===== src/rtl/sd_spi_cmd_seq.sv =====
// SD card SPI-mode command sequencer.
// Sends one framed SD command over a byte-wide SPI master, polls for the
// R1 response, and optionally streams one 512-byte read data block.
// Only one byte is ever in flight: launch, then wait for its received byte.
module sd_spi_cmd_seq #(
  parameter int RESP_POLL  = 8,
  parameter int TOKEN_POLL = 4096
) (
  input  logic        clk,
  input  logic        resetn,
  input  logic        start,
  input  logic [5:0]  cmd_idx,
  input  logic [31:0] cmd_arg,
  input  logic [6:0]  cmd_crc,
  input  logic        rd_data,
  output logic        busy,
  output logic        done,
  output logic [7:0]  r1,
  output logic [1:0]  err,
  output logic        dat_valid,
  output logic [7:0]  dat_byte,
  output logic        cs_n,
  output logic [7:0]  spi_tx_byte,
  output logic        spi_tx_dv,
  input  logic        spi_tx_ready,
  input  logic        spi_rx_dv,
  input  logic [7:0]  spi_rx_byte
);

  localparam int DATA_BYTES = 512;
  localparam int CNT_MAX = (TOKEN_POLL > DATA_BYTES) ?
                           ((TOKEN_POLL > RESP_POLL) ? TOKEN_POLL : RESP_POLL) :
                           ((DATA_BYTES > RESP_POLL) ? DATA_BYTES : RESP_POLL);
  localparam int CW = $clog2(CNT_MAX + 1);

  localparam logic [3:0] S_IDLE  = 4'd0;
  localparam logic [3:0] S_PRE   = 4'd1;
  localparam logic [3:0] S_CMD   = 4'd2;
  localparam logic [3:0] S_RESP  = 4'd3;
  localparam logic [3:0] S_TOKEN = 4'd4;
  localparam logic [3:0] S_DATA  = 4'd5;
  localparam logic [3:0] S_CRC   = 4'd6;
  localparam logic [3:0] S_POST  = 4'd7;
  localparam logic [3:0] S_DONE  = 4'd8;

  logic [3:0]    r_state;
  logic [CW-1:0] r_cnt;
  logic          r_wait_rx;
  logic          r_tx_dv;
  logic [7:0]    r_tx_byte;
  logic [7:0]    r_r1;
  logic [1:0]    r_err;
  logic [5:0]    r_idx;
  logic [31:0]   r_arg;
  logic [6:0]    r_crc;
  logic          r_rd;

  logic          w_busy;
  logic          w_launch;
  logic          w_rx_take;
  logic [7:0]    w_tx_byte;

  assign w_busy    = (r_state != S_IDLE) && (r_state != S_DONE);
  assign w_launch  = w_busy && !r_wait_rx && spi_tx_ready;
  assign w_rx_take = r_wait_rx && spi_rx_dv;

  assign busy        = w_busy;
  assign done        = (r_state == S_DONE);
  assign cs_n        = !((r_state == S_PRE) || (r_state == S_CMD) || (r_state == S_RESP) ||
                         (r_state == S_TOKEN) || (r_state == S_DATA) || (r_state == S_CRC));
  assign dat_valid   = (r_state == S_DATA) && w_rx_take;
  assign dat_byte    = spi_rx_byte;
  assign spi_tx_dv   = r_tx_dv;
  assign spi_tx_byte = r_tx_byte;
  assign r1          = r_r1;
  assign err         = r_err;

  // Byte to launch next: command frame bytes in CMD, 0xFF filler everywhere else.
  always_comb begin
    w_tx_byte = 8'hFF;
    if (r_state == S_CMD) begin
      case (r_cnt[2:0])
        3'd0:    w_tx_byte = {2'b01, r_idx};
        3'd1:    w_tx_byte = r_arg[31:24];
        3'd2:    w_tx_byte = r_arg[23:16];
        3'd3:    w_tx_byte = r_arg[15:8];
        3'd4:    w_tx_byte = r_arg[7:0];
        3'd5:    w_tx_byte = {r_crc, 1'b1};
        default: w_tx_byte = 8'hFF;
      endcase
    end
  end

  // Transaction FSM: byte launch handshake plus per-state handling of each received byte.
  always_ff @(posedge clk or negedge resetn) begin
    if (!resetn) begin
      r_state   <= S_IDLE;
      r_cnt     <= '0;
      r_wait_rx <= 1'b0;
      r_tx_dv   <= 1'b0;
      r_tx_byte <= 8'hFF;
      r_r1      <= 8'hFF;
      r_err     <= 2'b00;
      r_idx     <= '0;
      r_arg     <= '0;
      r_crc     <= '0;
      r_rd      <= 1'b0;
    end else begin
      r_tx_dv <= 1'b0;
      if (w_launch) begin
        r_tx_dv   <= 1'b1;
        r_tx_byte <= w_tx_byte;
        r_wait_rx <= 1'b1;
      end
      if (r_state == S_IDLE) begin
        if (start) begin
          r_idx   <= cmd_idx;
          r_arg   <= cmd_arg;
          r_crc   <= cmd_crc;
          r_rd    <= rd_data;
          r_r1    <= 8'hFF;
          r_err   <= 2'b00;
          r_cnt   <= '0;
          r_state <= S_PRE;
        end
      end else if (r_state == S_DONE) begin
        r_state <= S_IDLE;
      end else if (w_rx_take) begin
        r_wait_rx <= 1'b0;
        case (r_state)
          S_PRE: begin
            r_cnt   <= '0;
            r_state <= S_CMD;
          end
          S_CMD: begin
            if (r_cnt == CW'(5)) begin
              r_cnt   <= '0;
              r_state <= S_RESP;
            end else begin
              r_cnt <= r_cnt + CW'(1);
            end
          end
          S_RESP: begin
            if (!spi_rx_byte[7]) begin
              r_r1    <= spi_rx_byte;
              r_cnt   <= '0;
              r_state <= (r_rd && (spi_rx_byte[7:1] == 7'd0)) ? S_TOKEN : S_POST;
            end else if (r_cnt == CW'(RESP_POLL - 1)) begin
              r_err   <= 2'b01;
              r_cnt   <= '0;
              r_state <= S_POST;
            end else begin
              r_cnt <= r_cnt + CW'(1);
            end
          end
          S_TOKEN: begin
            if (spi_rx_byte == 8'hFE) begin
              r_cnt   <= '0;
              r_state <= S_DATA;
            end else if (spi_rx_byte[7:4] == 4'h0) begin
              r_err   <= 2'b11;
              r_cnt   <= '0;
              r_state <= S_POST;
            end else if (r_cnt == CW'(TOKEN_POLL - 1)) begin
              r_err   <= 2'b10;
              r_cnt   <= '0;
              r_state <= S_POST;
            end else begin
              r_cnt <= r_cnt + CW'(1);
            end
          end
          S_DATA: begin
            if (r_cnt == CW'(DATA_BYTES - 1)) begin
              r_cnt   <= '0;
              r_state <= S_CRC;
            end else begin
              r_cnt <= r_cnt + CW'(1);
            end
          end
          S_CRC: begin
            if (r_cnt == CW'(1)) begin
              r_cnt   <= '0;
              r_state <= S_POST;
            end else begin
              r_cnt <= r_cnt + CW'(1);
            end
          end
          S_POST:  r_state <= S_DONE;
          default: r_state <= S_IDLE;
        endcase
      end
    end
  end

endmodule


===== config.mk =====
export PLATFORM = sky130hd
export DESIGN_NAME = sd_spi_cmd_seq
export DESIGN_NICKNAME = d
export VERILOG_FILES = /design/src/rtl/sd_spi_cmd_seq.sv
export SDC_FILE = /design/constraint.sdc
export NUM_CORES = 1
export LEC_CHECK = 0
export ABC_AREA = 1
export BUFFER_PORTS_ARGS = -buffer_cell sky130_fd_sc_hd__buf_4
export CELL_PAD_IN_SITES_DETAIL_PLACEMENT = 0
export CELL_PAD_IN_SITES_GLOBAL_PLACEMENT = 1
export CORE_MARGIN = 8
export CORE_UTILIZATION = 40
export CTS_CLUSTER_SIZE = 16
export DETAILED_ROUTE_END_ITERATION = 16
export PLACE_DENSITY = 0.78
export SYNTH_ARGS = -nofsm -noshare
export SYNTH_HDL_FRONTEND = slang
export SYNTH_SLANG_ARGS = --single-unit

===== constraint.sdc =====
create_clock -name clk -period 2 [get_ports clk]
set_clock_uncertainty 0.2 [all_clocks]
set_input_delay 0 -clock clk [delete_from_list [all_inputs] [get_ports clk]]
set_output_delay 0 -clock clk [all_outputs]
set_load 0.005 [all_outputs]

Word level (Yosys, flattened, before mapping):

Cells that the tools add are included.

* register bits: 83
* input port bits: 59
* output and inout bits: 31

* add/subtract/negate cells: 1
* eq/ne operators: 32
* muxes and demuxes: 50
* reduce and logical (&&, ||, !) cells: 28

Operators with widths (count)
* $mux W13: 12
* $pmux W13 S6: 1
* $mux W8: 7
* $mux W4: 12
* $pmux W8 S6: 1
* $pmux W4 S7: 1
* $eq A13 B3 Y1 const B: 2
* $mux W2: 10
* $eq A4 B3 Y1 const B: 4
* $add A13 B1 Y13 const B: 1
* $eq A13 B1 Y1 const B: 1
* $eq A13 B12 Y1 const B: 1
* $eq A13 B9 Y1 const B: 1
* $ne A4 B2 Y1 const B: 3
* $eq A4 B2 Y1 const B: 2
* $eq A8 B8 Y1 const B: 1
* $logic_not A4 Y1: 2
* $reduce_and A8 Y1: 1
* $logic_not A7 Y1: 1
* $reduce_and A7 Y1: 1
* $reduce_bool A7 Y1: 1
* $eq A3 B2 Y1 const B: 2
* $eq A3 B3 Y1 const B: 2
* $logic_and A1 B1 Y1: 6
* 23 further kinds: 35

Depth between registers and ports, before layout:

* word-level depth: 8
* depth in mapped cells: 12

Worst setup path after synthesis:

OpenSTA, ideal clock, no wires.

* path kind: reg2reg
* start point: reg r_cnt[0]
* end point: reg r_cnt[4]
* setup time: 0.118 ns
* arrival time: 1.502 ns
* required time: 1.682 ns
* path slack: 0.180 ns
* stages on the path, launching flop included: 12
* buffers on the path: 1
* period minus slack after synthesis: 1.820 ns
* cell sequence: dfrtp_1 ha_1 nand3_2 nor2_4 nand2_1 nand2_1 nand2_1 nor2_2 nand2_2 buf_6 nand2_1 o21ai_2

* cells in the longest elaborated chain, start to end: 8

Ends and longest elaborated chain
* start, declared: line 47 `logic [CW-1:0] r_cnt;`
* start signal, assigned: line 140 `r_cnt <= r_cnt + CW'(1);`
* start signal, assigned: line 153 `r_cnt <= r_cnt + CW'(1);`
* start signal, assigned: line 169 `r_cnt <= r_cnt + CW'(1);`
* $add A13 B1 Y13 / $eq A13 B12 Y1 (equally long branches)
* $mux W13: line 164 `end else if (r_cnt == CW'(TOKEN_POLL - 1)) begin`
* $mux W13: line 160 `end else if (spi_rx_byte[7:4] == 4'h0) begin`
* $mux W13: line 157 `if (spi_rx_byte == 8'hFE) begin`
* $pmux W13 S6 *: line 130 `case (r_state)`
* $mux W13 *: line 128 `end else if (w_rx_take) begin`
* $mux W13 *: line 126 `end else if (r_state == S_DONE) begin`
* $mux W13 *: line 115 `if (r_state == S_IDLE) begin`

Every way passes the cells marked *; elsewhere a longest branch is shown, timed or not. The select of a mux whose other input is x is not followed.
A chain may end at the register's enable or synchronous reset.

Final worst setup path:

* start point: reg r_cnt[0]
* end point: reg r_state[0]

* cells in the longest elaborated chain, start to end: 3

Ends and longest elaborated chain
* $eq A13 B12 Y1 (tied with other cells): line 164
* $ne A6 B2 Y1 (no line) (tied with other cells)
* $reduce_and A7 Y1 (no line) *
* end signal, assigned: line 147 `r_state <= (r_rd && (spi_rx_byte[7:1] == 7'd0)) ? S_TOKEN : S_POST;`
* end, declared: line 46 `logic [3:0] r_state;`

Every way passes the cells marked *; elsewhere a longest branch is shown, timed or not.

==> flow_metrics.py <==
metrics = {
    "pwr": {
        "ir_drop_mv": 0.5318,
        "powerDensity_nw_per_um2": 1211,
        "power_mw": 7.568,
        "p_leak_nw": 3.196,
    },
    "place": {
        "port-buffer-count": 89,
        "dpl.hpwl_um": 9333,
        "placed_area_um2": 5373,
        "gp_congestion": 0.8728,
        "place_inst": 832,
    },
    "drt": {
        "wl_um": 12960,
        "via_per_inst": 4.743,
        "ant_nets": 0,
        "wire_per_inst_um": 14.27,
        "first_pass_iters": 4,
        "via_count": 4307,
        "drtIter0Drc": 198,
        "drc": 0,
    },
    "cts": {
        "cts.sinks": 83,
        "cts_buffers": 9,
        "cts_root_buf": "clkbuf_8",
        "clock_latency_ns": 0.35,
        "path_clk_slew_ns": 0.09,
        "cts-htree-levels": 3,
        "cts_max_path_buffers": 2,
        "cts_tree": "yes",
    },
    "critical_path": {
        "cp-start-kind": "flip-flop",
        "required_ns": 2.05,
        "crit_type": "reg2reg",
        "path_max_fanout": 5,
        "crit_arrival_ns": 1.98,
        "worstSetupEndpointType": "flip-flop",
        "reg2reg_depth": 11,
    },
    "floorplanning": {
        "rows": 38,
        "dieArea_um2": 14810,
        "core_um2": 10890,
        "start_util_pct": 41.05,
        "die_h_um": 121.7,
        "die_w_um": 121.7,
        "io-pin-count": 90,
    },
    "finish": {
        "design_area_um2": 6252,
        "fin_nets": 827,
        "syn2layout_area_growth_pct": 39.89,
        "num_antenna_cells": 0,
        "final_common_cell": "nand2_1",
        "multi_input_area_um2": 2102,
        "drive_above_1_share_pct": 24.61,
        "final_cell_mix": "290 x nand2_1, 107 x buf_4, 64 x dfrtp_1",
        "fill_cells": 1041,
        "regArea_um2": 2101,
        "layout.cells.non_filler": 908,
    },
    "grt": {
        "antenna_found_initial": 0,
        "grt_overflow": 0,
        "met1_usage_pct": 23.53,
        "busiest_layer": "met2",
        "grt_usage_pct": 18.18,
        "grt_pass1_vias": 4353,
        "grt.met2_usage_pct": 30.09,
        "grt_max_degree": 37,
        "grt_pass1_wl_um": 21450,
        "grt_use_met3_pct": 3.378,
    },
    "logic_synthesis": {
        "synth_area_um2": 4469,
        "syn-instance-count": 605,
        "yosysSeqAreaShare_pct": 46.92,
        "synth-seq-cells": 83,
        "syn_avg_cell_area_um2": 7.387,
        "synth_cell_type_count": 35,
        "synthesis.nets": 669,
        "yosys_warnings": 0,
    },
    "timing": {
        "period_needed_ns": 1.935,
        "fin_setup_tns_ns": 0,
        "finalSetupViolCount": 0,
        "tightestPinTransition_ns": 0.6219,
        "layout_worst_path_cycle_share_pct": 96.73,
        "hold_violations": 0,
        "whs_ns": 0.03188,
        "max-slew-margin-rel_pct": 58.39,
        "rsz0062_at_grt": "true",
        "fmax_ghz": 0.5169,
        "slew_viol_final": 0,
    },
    "run_status": {
        "status": "finished, final reports clean",
    },
    "hold_path": {
        "hold_path.class": "in2async",
    },
    "run": {
        "maxCapViolations": 0,
    },
}
[path summary, 6_finish.rpt]
kind                                start              to  slack (ns)
max                              r_cnt[0]      r_state[0]        0.07
min                                resetn           r1[1]        0.03
max reg2reg                      r_cnt[0]      r_state[0]        0.07
min reg2reg                spi_tx_byte[0]  spi_tx_byte[0]        0.28
max in group asynchronous          resetn           r1[4]        1.26
min in group clk              cmd_arg[14]       r_arg[14]        0.18
[registers in the layout, summed over array words and instances (netlist names)]
signal,flops
spi_tx_byte,8
r_cnt,13
r_crc,7
r_arg,32
r_state,4
r1,8
spi_tx_dv,1
r_idx,6
err,2
r_rd,1
r_wait_rx,1
[routing by layer]
layer | wire, um | vias to the layer above
met1 | 5893 | 2011
met4 | 162 | 0
met5 | 0 | -
met2 | 6262 | 95
met3 | 639 | 12
li1 | - | 2189
[Yosys cell counts (all sizes together)]
| cell | instances | share of area [%] |
|---|---|---|
| buf | 13 | 2.1 |
| ha | 5 | 1.4 |
| inv | 49 | 4.2 |
| o22a | 1 | 0.20 |
| a31oi | 1 | 0.14 |
| nor2 | 51 | 5.2 |
| and2 | 1 | 0.14 |
| a211oi | 4 | 0.67 |
| nand4 | 11 | 1.5 |
| a2bb2oi | 1 | 0.20 |
| o21ai | 9 | 1.1 |
| dfstp | 16 | 9.4 |
| nand3 | 29 | 4.6 |
| o211ai | 1 | 0.17 |
| nor3 | 13 | 1.5 |
| nand3b | 1 | 0.17 |
| clkinv | 1 | 0.084 |
| dfrtp | 67 | 38 |
| xor2 | 8 | 1.6 |
| a21oi | 16 | 1.9 |
| nor4 | 2 | 0.28 |
| nand2 | 296 | 25 |
| clkbuf | 9 | 0.76 |
[critical path, stage by stage (launching register included)]
cell     delay, ns
dfrtp_2       0.41
ha_2          0.22
nand3_2       0.13
nor2_4        0.13
nand2_1       0.06
nand2_1       0.08
nand2_1       0.11
nor2_4        0.15
buf_4         0.12
nand2_1       0.09
nand2_1       0.08
nand2_1       0.05
[repair_timing]
action                                 4_1_cts  5_1_grt
endpoints found under the hold margin      143        0
resized for setup                            3       14
setup buffers                                0        1
setup endpoints to repair                   13       23
hold buffers                                59        0
pin swaps                                    0        3
[cell families after synthesis]
family                     after synthesis  synth area share (%)
and+or+nand+nor                        404                 38.66
AOI/OAI and AO/OA                       33                 4.340
buffers and inverters                   72                 7.111
xor gates and xnor gates                 8                 1.568
adders and majority gates                5                 1.400
DFF                                     83                 46.92
[area by class of cell]
type,instances,area share (%)
Clock buffer,12,2.642
Sequential cell,83,33.60
Tap cell,140,2.802
Multi-Input combinational cell,450,33.62
Inverter,50,3.042
Timing Repair Buffer,169,23.41
Clock inverter,4,0.8805
[per-stage QoR]
| step | util (%) | setup WS [ns] |
|---|---|---|
| detailed placement | 49.35 | -0.07646 |
| CTS | 56.98 | -0.0008127 |
| global route | 57.42 | -0.06450 |
| finish | 57.42 | 0.06540 |
| floorplan | - | 0.1797 |
| global placement | 49.35 | 0.01966 |
[report_power, final]
group | leakage, nW | switching [mW] | internal [mW]
logic | 2.07 | 1.93 | 1.34
clock network | 0.109 | 0.640 | 0.687
registers | 1.02 | 0.481 | 2.49
Note: power is estimated with default switching activity, not from simulation.
